### src/rtl/mdr_driver_pkg.sv
// Shared definitions for the MDR command sequencer.
//   N           : default operand/result width
//   mdr_op_e    : operation codes understood by the MDR
//   drv_state_e : sequencer FSM states
package Pkg_Global;

    localparam int N = 8;

    typedef enum logic [1:0] {
        OP_MUL  = 2'd0,
        OP_DIV  = 2'd1,
        OP_SQRT = 2'd2,
        OP_RSVD = 2'd3
    } mdr_op_e;

    typedef enum logic [2:0] {
        S_IDLE   = 3'd0,
        S_LOAD_A = 3'd1,
        S_GAP    = 3'd2,
        S_LOAD_B = 3'd3,
        S_START  = 3'd4,
        S_WAIT   = 3'd5,
        S_RESP   = 3'd6
    } drv_state_e;

endpackage

### src/rtl/mdr_driver.sv
// mdr_driver: command-side sequencer for the multiply/divide/root unit.
// Takes one command (op, a, b) over cmd_valid/cmd_ready, strobes the
// two operands into the MDR (load A, one idle gap, load B), pulses start,
// waits WAIT_CYC cycles, captures result/remainder and returns them over
// rsp_valid/rsp_ready.
//
// Ports:
//   clk, rst                 clock, synchronous active-high reset
//   cmd_valid/ready/op/a/b   command handshake and operands
//   mdr_load/op/start/data   operand interface driven into the MDR
//   mdr_result/remainder     MDR outputs, sampled at the end of the wait
//   rsp_valid/ready          response handshake
//   rsp_result/remainder     captured MDR outputs
//   rsp_err                  illegal-command flag
//
// Build option: MDR_DRV_ERR_EN -- when defined, op 3 and divide-by-zero
// skip the MDR and answer immediately with rsp_err=1, result/remainder 0.
// When undefined, every command is sequenced and rsp_err is tied to 0.
//
// All outputs come from registers or state decode; none depend
// combinationally on inputs.
module mdr_driver
    import Pkg_Global::*;
#(
    parameter int DW       = N,
    parameter int WAIT_CYC = DW + 2
) (
    input  logic          clk,
    input  logic          rst,
    input  logic          cmd_valid,
    output logic          cmd_ready,
    input  logic [1:0]    cmd_op,
    input  logic [DW-1:0] cmd_a,
    input  logic [DW-1:0] cmd_b,
    output logic          mdr_load,
    output logic [1:0]    mdr_op,
    output logic          mdr_start,
    output logic [DW-1:0] mdr_data,
    input  logic [DW-1:0] mdr_result,
    input  logic [DW-1:0] mdr_remainder,
    output logic          rsp_valid,
    input  logic          rsp_ready,
    output logic [DW-1:0] rsp_result,
    output logic [DW-1:0] rsp_remainder,
    output logic          rsp_err
);

    // Counter only ever holds WAIT_CYC-1 down to 0.
    localparam int CW = (WAIT_CYC > 1) ? $clog2(WAIT_CYC) : 1;

    drv_state_e    state, nxt;
    logic [1:0]    op_q;
    logic [DW-1:0] a_q, b_q;
    logic [CW-1:0] cnt;
    logic          err_cmd;

`ifdef MDR_DRV_ERR_EN
    logic err_q;
    assign err_cmd = (cmd_op == OP_RSVD) || ((cmd_op == OP_DIV) && (cmd_b == '0));
    assign rsp_err = err_q;
`else
    assign err_cmd = 1'b0;
    assign rsp_err = 1'b0;
`endif

    always_ff @(posedge clk) begin
        if (rst) state <= S_IDLE;
        else     state <= nxt;
    end

    always_comb begin
        nxt = state;
        case (state)
            S_IDLE:   if (cmd_valid) nxt = err_cmd ? S_RESP : S_LOAD_A;
            S_LOAD_A: nxt = S_GAP;
            S_GAP:    nxt = S_LOAD_B;
            S_LOAD_B: nxt = S_START;
            S_START:  nxt = S_WAIT;
            S_WAIT:   if (cnt == '0) nxt = S_RESP;
            S_RESP:   if (rsp_ready) nxt = S_IDLE;
            default:  nxt = S_IDLE;
        endcase
    end

    always_ff @(posedge clk) begin
        if (rst) begin
            op_q          <= '0;
            a_q           <= '0;
            b_q           <= '0;
            cnt           <= '0;
            rsp_result    <= '0;
            rsp_remainder <= '0;
`ifdef MDR_DRV_ERR_EN
            err_q         <= 1'b0;
`endif
        end else begin
            case (state)
                S_IDLE: if (cmd_valid) begin
                    op_q <= cmd_op;
                    a_q  <= cmd_a;
                    // Root has a single operand; the second load carries 0.
                    b_q  <= (cmd_op == OP_SQRT) ? '0 : cmd_b;
                    if (err_cmd) begin
                        rsp_result    <= '0;
                        rsp_remainder <= '0;
`ifdef MDR_DRV_ERR_EN
                        err_q         <= 1'b1;
`endif
                    end
                end
                S_START: cnt <= CW'(WAIT_CYC - 1);
                S_WAIT: begin
                    cnt <= cnt - 1'b1;
                    if (cnt == '0) begin
                        rsp_result    <= mdr_result;
                        rsp_remainder <= mdr_remainder;
                    end
                end
`ifdef MDR_DRV_ERR_EN
                S_RESP: if (rsp_ready) err_q <= 1'b0;
`endif
                default: ;
            endcase
        end
    end

    assign cmd_ready = (state == S_IDLE);
    assign rsp_valid = (state == S_RESP);
    assign mdr_load  = (state == S_LOAD_A) || (state == S_LOAD_B);
    assign mdr_start = (state == S_START);
    assign mdr_op    = (state == S_IDLE) ? 2'd0 : op_q;

    always_comb begin
        mdr_data = '0;
        case (state)
            S_LOAD_A, S_GAP: mdr_data = a_q;
            S_LOAD_B:        mdr_data = b_q;
            default:         mdr_data = '0;
        endcase
    end

endmodule
### config.mk
export PLATFORM = sky130hd
export DESIGN_NAME = mdr_driver
export DESIGN_NICKNAME = d
export VERILOG_FILES = /design/src/rtl/mdr_driver_pkg.sv /design/src/rtl/mdr_driver.sv
export SDC_FILE = /design/constraint.sdc
export NUM_CORES = 1
export LEC_CHECK = 0
export ABC_AREA = 1
export BUFFER_PORTS_ARGS = -buffer_cell sky130_fd_sc_hd__buf_2
export CAP_MARGIN = 20
export CORE_MARGIN = 2
export CORE_UTILIZATION = 40
export CTS_CLUSTER_DIAMETER = 80
export DETAILED_ROUTE_END_ITERATION = 8
export HOLD_SLACK_MARGIN = 0.15
export PLACE_DENSITY = 0.72
export SLEW_MARGIN = 20
export SYNTH_ARGS = -nofsm -noshare
export SYNTH_HDL_FRONTEND = slang
export SYNTH_SLANG_ARGS = --single-unit
### constraint.sdc
create_clock -name clk -period 1.4 [get_ports clk]
set_input_delay 0.14 -clock clk [delete_from_list [all_inputs] [get_ports clk]]
set_output_delay 0.14 -clock clk [all_outputs]
set_load 0.03 [all_outputs]
==> impl_results.md, run 1 <==
* Critical path's largest stage delay at approximately 0.39 ns
* Core Area at 4380 um2
* Syn_area_per_cell at between 7 and 8 um2
* Mapped cell area at about 1800 um2
* Critical-path top delay cell: dfxtp_4
* I/O pin count at 69
* CTS tree: built
* Vias in the first global route at ~1900
* Status: finished with violations
* Routed vias/inst at roughly 5.0
* Most frequent cells in the layout: 56 x nor2_1, 54 x buf_2, 36 x dfxtp_1
* CP Buf/Inv Count at 3
* Max Fclk at about 0.67 GHz
* Vias after detailed routing at about 2100
* GRT Util Overall at about a fifth
* Post-synthesis register bit count at 41
* Net Switching at between 0.001 and 0.0015 W
* Row cnt at 24
* Initial antenna violation count at 0
* Crit path DAT at between 1 and 1.5 ns
* Period minus WS final at about 1.5 ns
* Number of remaining DRC errors at 0
* Setup slack after layout at -0.101 ns
* Pleak at 1.46 nW
* Post-synthesis cell count at 256
* CP Capture Type: output port
* Critical path class: flip-flop to output port
* XOR/XNOR Fraction of Synth Area at 0%
* Async set-reset flop share out of synthesis at 0%
* Setup violators final at 24
* Die X at roughly 70 um
* Drt pass-1 iters at 4
* Adder-cell share of the synthesized area at between 1 and 1.5%
* Share of cells above drive strength 1 at roughly 43%
* Initial core utilization at roughly two fifths
* Hold crit path type: input pin to flip-flop
* NumNets Final at around 420
* Complex-gate fraction of the synthesized area at ~17%
* Syn Nets at between 200 and 300
* Failing checks: negative setup slack
* Period utilisation layout at 107%
* Clock Latency Late Sink at a little under 0.3 ns
* Commonest non-fill, non-tap cell in the layout: nor2_1
* Fillers at ~330
* Pin count of the biggest net entering global routing at 18
* Internal power at 0.00253 W
* Yosys cell types at 24
* I/O Buffers at 67
* Antenna viol nets, final at 0
* Pwr/cell area at 1160 nW/um2
* Critical-path cell list: inv_4 -> nor2_4 -> o21ai_4 -> buf_12 -> o22ai_4 -> buf_6
* Drt wl/cell at around 14 um
* Sequential share of the synthesized area at between 40% and 50%
* Slew Viols, Final at 0
* Simple-Gate Fraction of Synth Area at 24.7%
* Maximum vdd drop at between 0.0007 and 0.0008 V
* Util after Layout at 71.9%
* Yosys warnings at 0
* DR iter-0 viols at 123
* Total CTS buffers at 5
* DIE AREA at just over 5000 um2
* Sw Share at a little under a third
* Crit start category: flip-flop
* Logic pwr share at 32.0%
* Final WL at approximately 6 mm
* Hpwl dp at around 3.3 mm
* RSZ-0062 raised after global routing: true
* First-pass GRT wire length at slightly above 8 mm
* Hold Vio Cnt, Final at 0
* Clock buffer depth at 2
* Maximum capacitance violations at 0
* CTS H-Tree Depth at 2
* Worst EP required at 1.26 ns
* Area grow syn2layout at 73.0%
* Post-synth EDFFs at 0
* Sequential fraction of design power at 36.6%
* Mux cell area share after synthesis at 0%
* GPL Wtd Cong at around 0.81
* Worst Skew at between 0.005 and 0.006 ns
* N_diodes at 0
* Crit Path Max Fanout at 8
* Total grt overflow at 0
* Clock power share at approximately a third
* Root Buffer: clkbuf_8
* DIE HEIGHT at between 70 and 80 um
* CTS sink cnt at approximately 40
* Pre-CTS setup slack at -0.0888 ns
* Main combinational cell family by area after synthesis: simple AND/OR/NAND/NOR gates
* Ys flop type: dfxtp_1
* CP delay by family, top: flip-flops
* Clk slew on worst S/H paths at roughly 0.080 ns
## through the flow
step / instance area [um2] / TNS [ns] / power [W] / std cells / hold slack, ns
final: 3150 / -1.30 / 0.00367 / 430 / 0.163
after global routing: 3150 / -3.96 / 0.00384 / 430 / 0.168
after global placement: 2290 / -0.202 / 0.00209 / 377 / 0.361
after detailed placement: 2290 / -0.551 / 0.00210 / 377 / 0.368
after CTS: 2820 / -0.938 / 0.00345 / 413 / 0.159
after floorplan: 1880 / -0.282 / 0.00187 / 256 / 0.275
## cells in the mapped netlist (2+ instances only)
cell       n  area share (%)
nor2_1    69              14
nor2_4     3             1.9
nand2_1   20             4.1
o21ai_1    7             1.9
nand3_1    9             2.5
buf_6      4             2.5
o22ai_1    7             2.4
ha_1       2             1.4
nand2_2    2            0.69
a21oi_1    5             1.4
dfxtp_1   41              45
inv_2      3            0.62
inv_1     32             6.6
o21ai_0   41              11
clkbuf_1   2            0.41
## power groups by stage
stage	Clock, W	Combinational, W	Sequential (W)
6_report	0.00115	0.00118	0.00134
2_1_floorplan	0	0.000510	0.00136
5_1_grt	0.00122	0.00126	0.00136
3_5_place_dp	0	0.000750	0.00135
3_3_place_gp	0	0.000741	0.00135
4_1_cts	0.00117	0.000943	0.00133
## per-layer routing
layer,wire length [um],GRT usage (%)
met3,304,5.20
met5,0,0
met4,129,8.60
met1,2390,22.4
met2,3110,36.2
## final cells by class
| class | instances | area, um2 | share of cell area [%] |
|---|---|---|---|
| inverters | 36 | 158 | 5.00 |
| clock inverters | 3 | 68.8 | 2.18 |
| repair inverters | 1 | 11.3 | 0.357 |
| multi-input cells | 172 | 997 | 31.6 |
| clock buffers | 5 | 68.8 | 2.18 |
| flip-flops and latches | 41 | 832 | 26.4 |
| repair buffers | 120 | 951 | 30.2 |
| well taps | 52 | 65.1 | 2.06 |
## path summary, 6_finish.rpt
kind | start | endpoint | slack, ns | cells past startpoint
min reg2reg | rsp_remainder[0] | rsp_remainder[0] | 0.47 | 2
max | state[1] | mdr_data[7] | -0.10 | 6
min | cmd_b[0] | b_q[0] | 0.16 | 3
max reg2reg | state[0] | b_q[7] | -0.08 | 9
## timing repair
item,in CTS,in global routing
cloned,0,4
buffers inserted,4,14
setup endpoints to repair,12,47
hold buffers,24,0
endpoints found under the hold margin,24,0
gates resized for setup,33,80
pin swaps,4,19
## flip-flops by register name, indices dropped and copies added (netlist names)
name / flops
a_q: 8
b_q: 8
cnt: 4
op_q: 2
rsp_remainder: 8
rsp_result: 8
state: 3
## cells by family after synthesis
logic type | count (synthesis)
DFF | 41
other | 1
adders and majority gates | 2
and+or+nand+nor | 106
buffers and inverters | 45
AOI/OAI and AO/OA | 61
## worst register-to-register path, delay by kind of cell (launching register included)
family | cells | cell delay (ns)
AO/OA/AOI/OAI | 1 | 0.07
flip-flops | 1 | 0.37
buffers and inverters | 3 | 0.42
AND/OR/NAND/NOR | 5 | 0.52
Note: power is estimated with default switching activity, not from simulation.
==> inputs of run 2 (changes only) <==
--- a/config.mk
+++ b/config.mk
@@ -7,12 +7,10 @@
 export LEC_CHECK = 0
 export ABC_AREA = 1
 export BUFFER_PORTS_ARGS = -buffer_cell sky130_fd_sc_hd__buf_2
-export CAP_MARGIN = 20
-export CORE_MARGIN = 2
+export CAP_MARGIN = 10
 export CORE_UTILIZATION = 40
 export CTS_CLUSTER_DIAMETER = 80
 export DETAILED_ROUTE_END_ITERATION = 8
-export HOLD_SLACK_MARGIN = 0.15
 export PLACE_DENSITY = 0.72
 export SLEW_MARGIN = 20
 export SYNTH_ARGS = -nofsm -noshare
==> impl_results.md, run 2 (same netlist as run 1, synthesis figures left out) <==
* Status: finished with violations
* Failing checks: negative setup slack
* Drt pass-1 iters at 4 (unchanged)
* Total CTS buffers at 5 (unchanged)
* Finished Cell Area at 2640 um2 (-16%)
* Hpwl dp at 3.14 mm (-4.0%)
* Hold crit path type: input pin to flip-flop
* Fillers at 386 (+18%)
* CTS tree: built
* Reg2reg setup slack at -0.06 ns (+0.02 ns)
* I/O pin count at 69 (unchanged)
* Routed vias/inst at 4.74 (-5.1%)
* Net Switching at 0.00102 W (-11%)
* Internal power at 0.00218 W (-14%)
* GRT Util Overall at 19.3% (-0.88 points)
* Clock power share at 28.2% (-3.2 points)
* DR iter-0 viols at 71 (-42%)
* N_diodes at 0 (unchanged)
* CP Capture Type: output port
* Crit Path Max Fanout at 8 (unchanged)
* Setup slack after layout at -0.124 ns (-0.0231 ns)
* Worst r2r dst: b_q[0]
* Pleak at 1.22 nW (-17%)
* Crit start category: flip-flop
* Placed Area at 2290 um2 (-0.33%)
* Sw Share at 31.9% (+0.76 points)
* Number of remaining DRC errors at 0 (unchanged)
* Clk slew on worst S/H paths at 0.07 ns (about the same)
* Total grt overflow at 0 (unchanged)
* Period utilisation layout at 109% (+1.6 points)
* Share of cells above drive strength 1 at 37.0% (-5.6 points)
* CTS sink cnt at 41 (unchanged)
* Initial antenna violation count at 0 (unchanged)
* Pin count of the biggest net entering global routing at 18 (unchanged)
* Setup violators final at 22 (-8.3%)
* Die X at 69.5 um (-2.8%)
* NumNets Final at 378 (-9.4%)
* Area grow syn2layout at 44.8%
* Tot Pwr at 0.00321 W (-13%)
* Final WL at 4.66 mm (-21%)
* Worst Skew at 0.00430 ns (-0.000806 ns)
* Clock buffer depth at 2 (unchanged)
* Initial core utilization at 41.8% (+0.29 points)
* Crit path DAT at 1.38 ns (+0.02 ns)
* Core Area at 4350 um2 (-0.68%)
* Critical path class: flip-flop to output port
* Logic pwr share at 30.2% (-1.8 points)
* Worst EP required at 1.26 ns (about the same)
* I/O Buffers at 67 (unchanged)
* DIE AREA at 4830 um2 (-5.5%)
* CTS H-Tree Depth at 2 (unchanged)
* Period minus WS final at 1.52 ns (+0.0231 ns)
* Util after Layout at 60.6% (-11 points)
* Most frequent cells in the layout: 65 x nor2_1, 54 x buf_2, 39 x o21ai_0
* Vias in the first global route at 1637 (-15%)
* CP Launch Point: state[1]
* Maximum capacitance violations at 0 (unchanged)
* Post-CTS Hold Fix Bufs at 0 (-100%)
* Hold_sp: cmd_a[6]
* Maximum vdd drop at 0.000767 V (-0.91%)
* Root Buffer: clkbuf_8
* DIE HEIGHT at 69.5 um (-2.8%)
* GPL Wtd Cong at 0.805 (-1.0%)
* Drt wl/cell at 12.0 um (-13%)
* Sequential fraction of design power at 41.5% (+4.9 points)
* Row cnt at 24 (unchanged)
* Slew Viols, Final at 0 (unchanged)
* Commonest non-fill, non-tap cell in the layout: nor2_1
* Antenna viol nets, final at 0 (unchanged)
* Max Fclk at 0.656 GHz (-1.5%)
* Hold Vio Cnt, Final at 0 (unchanged)
* Clock Latency Late Sink at 0.29 ns (about the same)
* Vias after detailed routing at 1849 (-14%)
* WHS Endpoint: a_q[6]
* Pre-CTS setup slack at -0.0633 ns (+0.0254 ns)
* First-pass GRT wire length at 7.47 mm (-8.5%)
* RSZ-0062 raised after global routing: true
* Pwr/cell area at 1220 nW/um2 (+4.4%)
* Reg2reg path depth at 7 (-2)
* R2R Path Start: state[0]
* Hold path cells at 3 (unchanged)
[run 2: changes by cell type in the layout (fill, tap and decap cells not counted), sizes merged]
cell | previous run | this run
bufinv | 2 | 1
dlygate4sd3 | 24 | 0
buf | 96 | 83
nand2 | 25 | 24
inv | 37 | 36
[run 2: layer usage]
metal  wire length, um  GRT usage (%)
met1              2070           23.8
met2              2240           32.4
met3               284           4.36
met4                68           7.94
met5                 0              0
[run 2: area by class of cell]
class                      count  area, um2  area share (%)
sequential                    41        833            31.6
inverter                      36        148            5.60
timing repair buffer          83        546            20.7
tap                           52       65.1            2.47
multi-input combinational    171        942            35.7
clock inverter                 2       35.0            1.33
clock buffer                   5       68.8            2.61
[run 2: metrics by stage]
stage / hold slack, ns / std cells / setup TNS (ns)
after floorplan: 0.275 / 256 / -0.282
after global placement: 0.364 / 376 / -0.0110
after detailed placement: 0.370 / 376 / -0.388
after CTS: 0.0664 / 385 / -0.707
after global routing: 0.0778 / 390 / -3.12
final: 0.0740 / 390 / -1.16
[run 2: worst max-delay path by stage]
stage,end,cells after the start
final,mdr_data[4],6
after global routing,mdr_data[4],6
after CTS,mdr_data[0],6
after detailed placement,mdr_data[4],5
after global placement,mdr_data[5],5
after floorplan,mdr_op[0],4
[run 2: what timing repair did]
action                                  CTS  global route
pin swaps                                 1             6
setup buffers                             2             4
endpoints found under the setup margin   12            41
gates resized for setup                  31            28
cloned                                    0             2
[run 2: power by group through the flow]
stage          clock, W  combinational, W  sequential [W]
3_3_place_gp          0          0.000735         0.00134
5_1_grt        0.000978           0.00106         0.00135
3_5_place_dp          0          0.000749         0.00134
4_1_cts        0.000926          0.000863         0.00133
6_report       0.000905          0.000969         0.00133
2_1_floorplan         0          0.000510         0.00136
[run 2: critical path: stages, from the launching register on]
cell,delay (ns)
dfxtp_4,0.38
inv_2,0.07
nor2_4,0.14
o21ai_4,0.07
buf_12,0.15
o22ai_2,0.12
buf_6,0.15
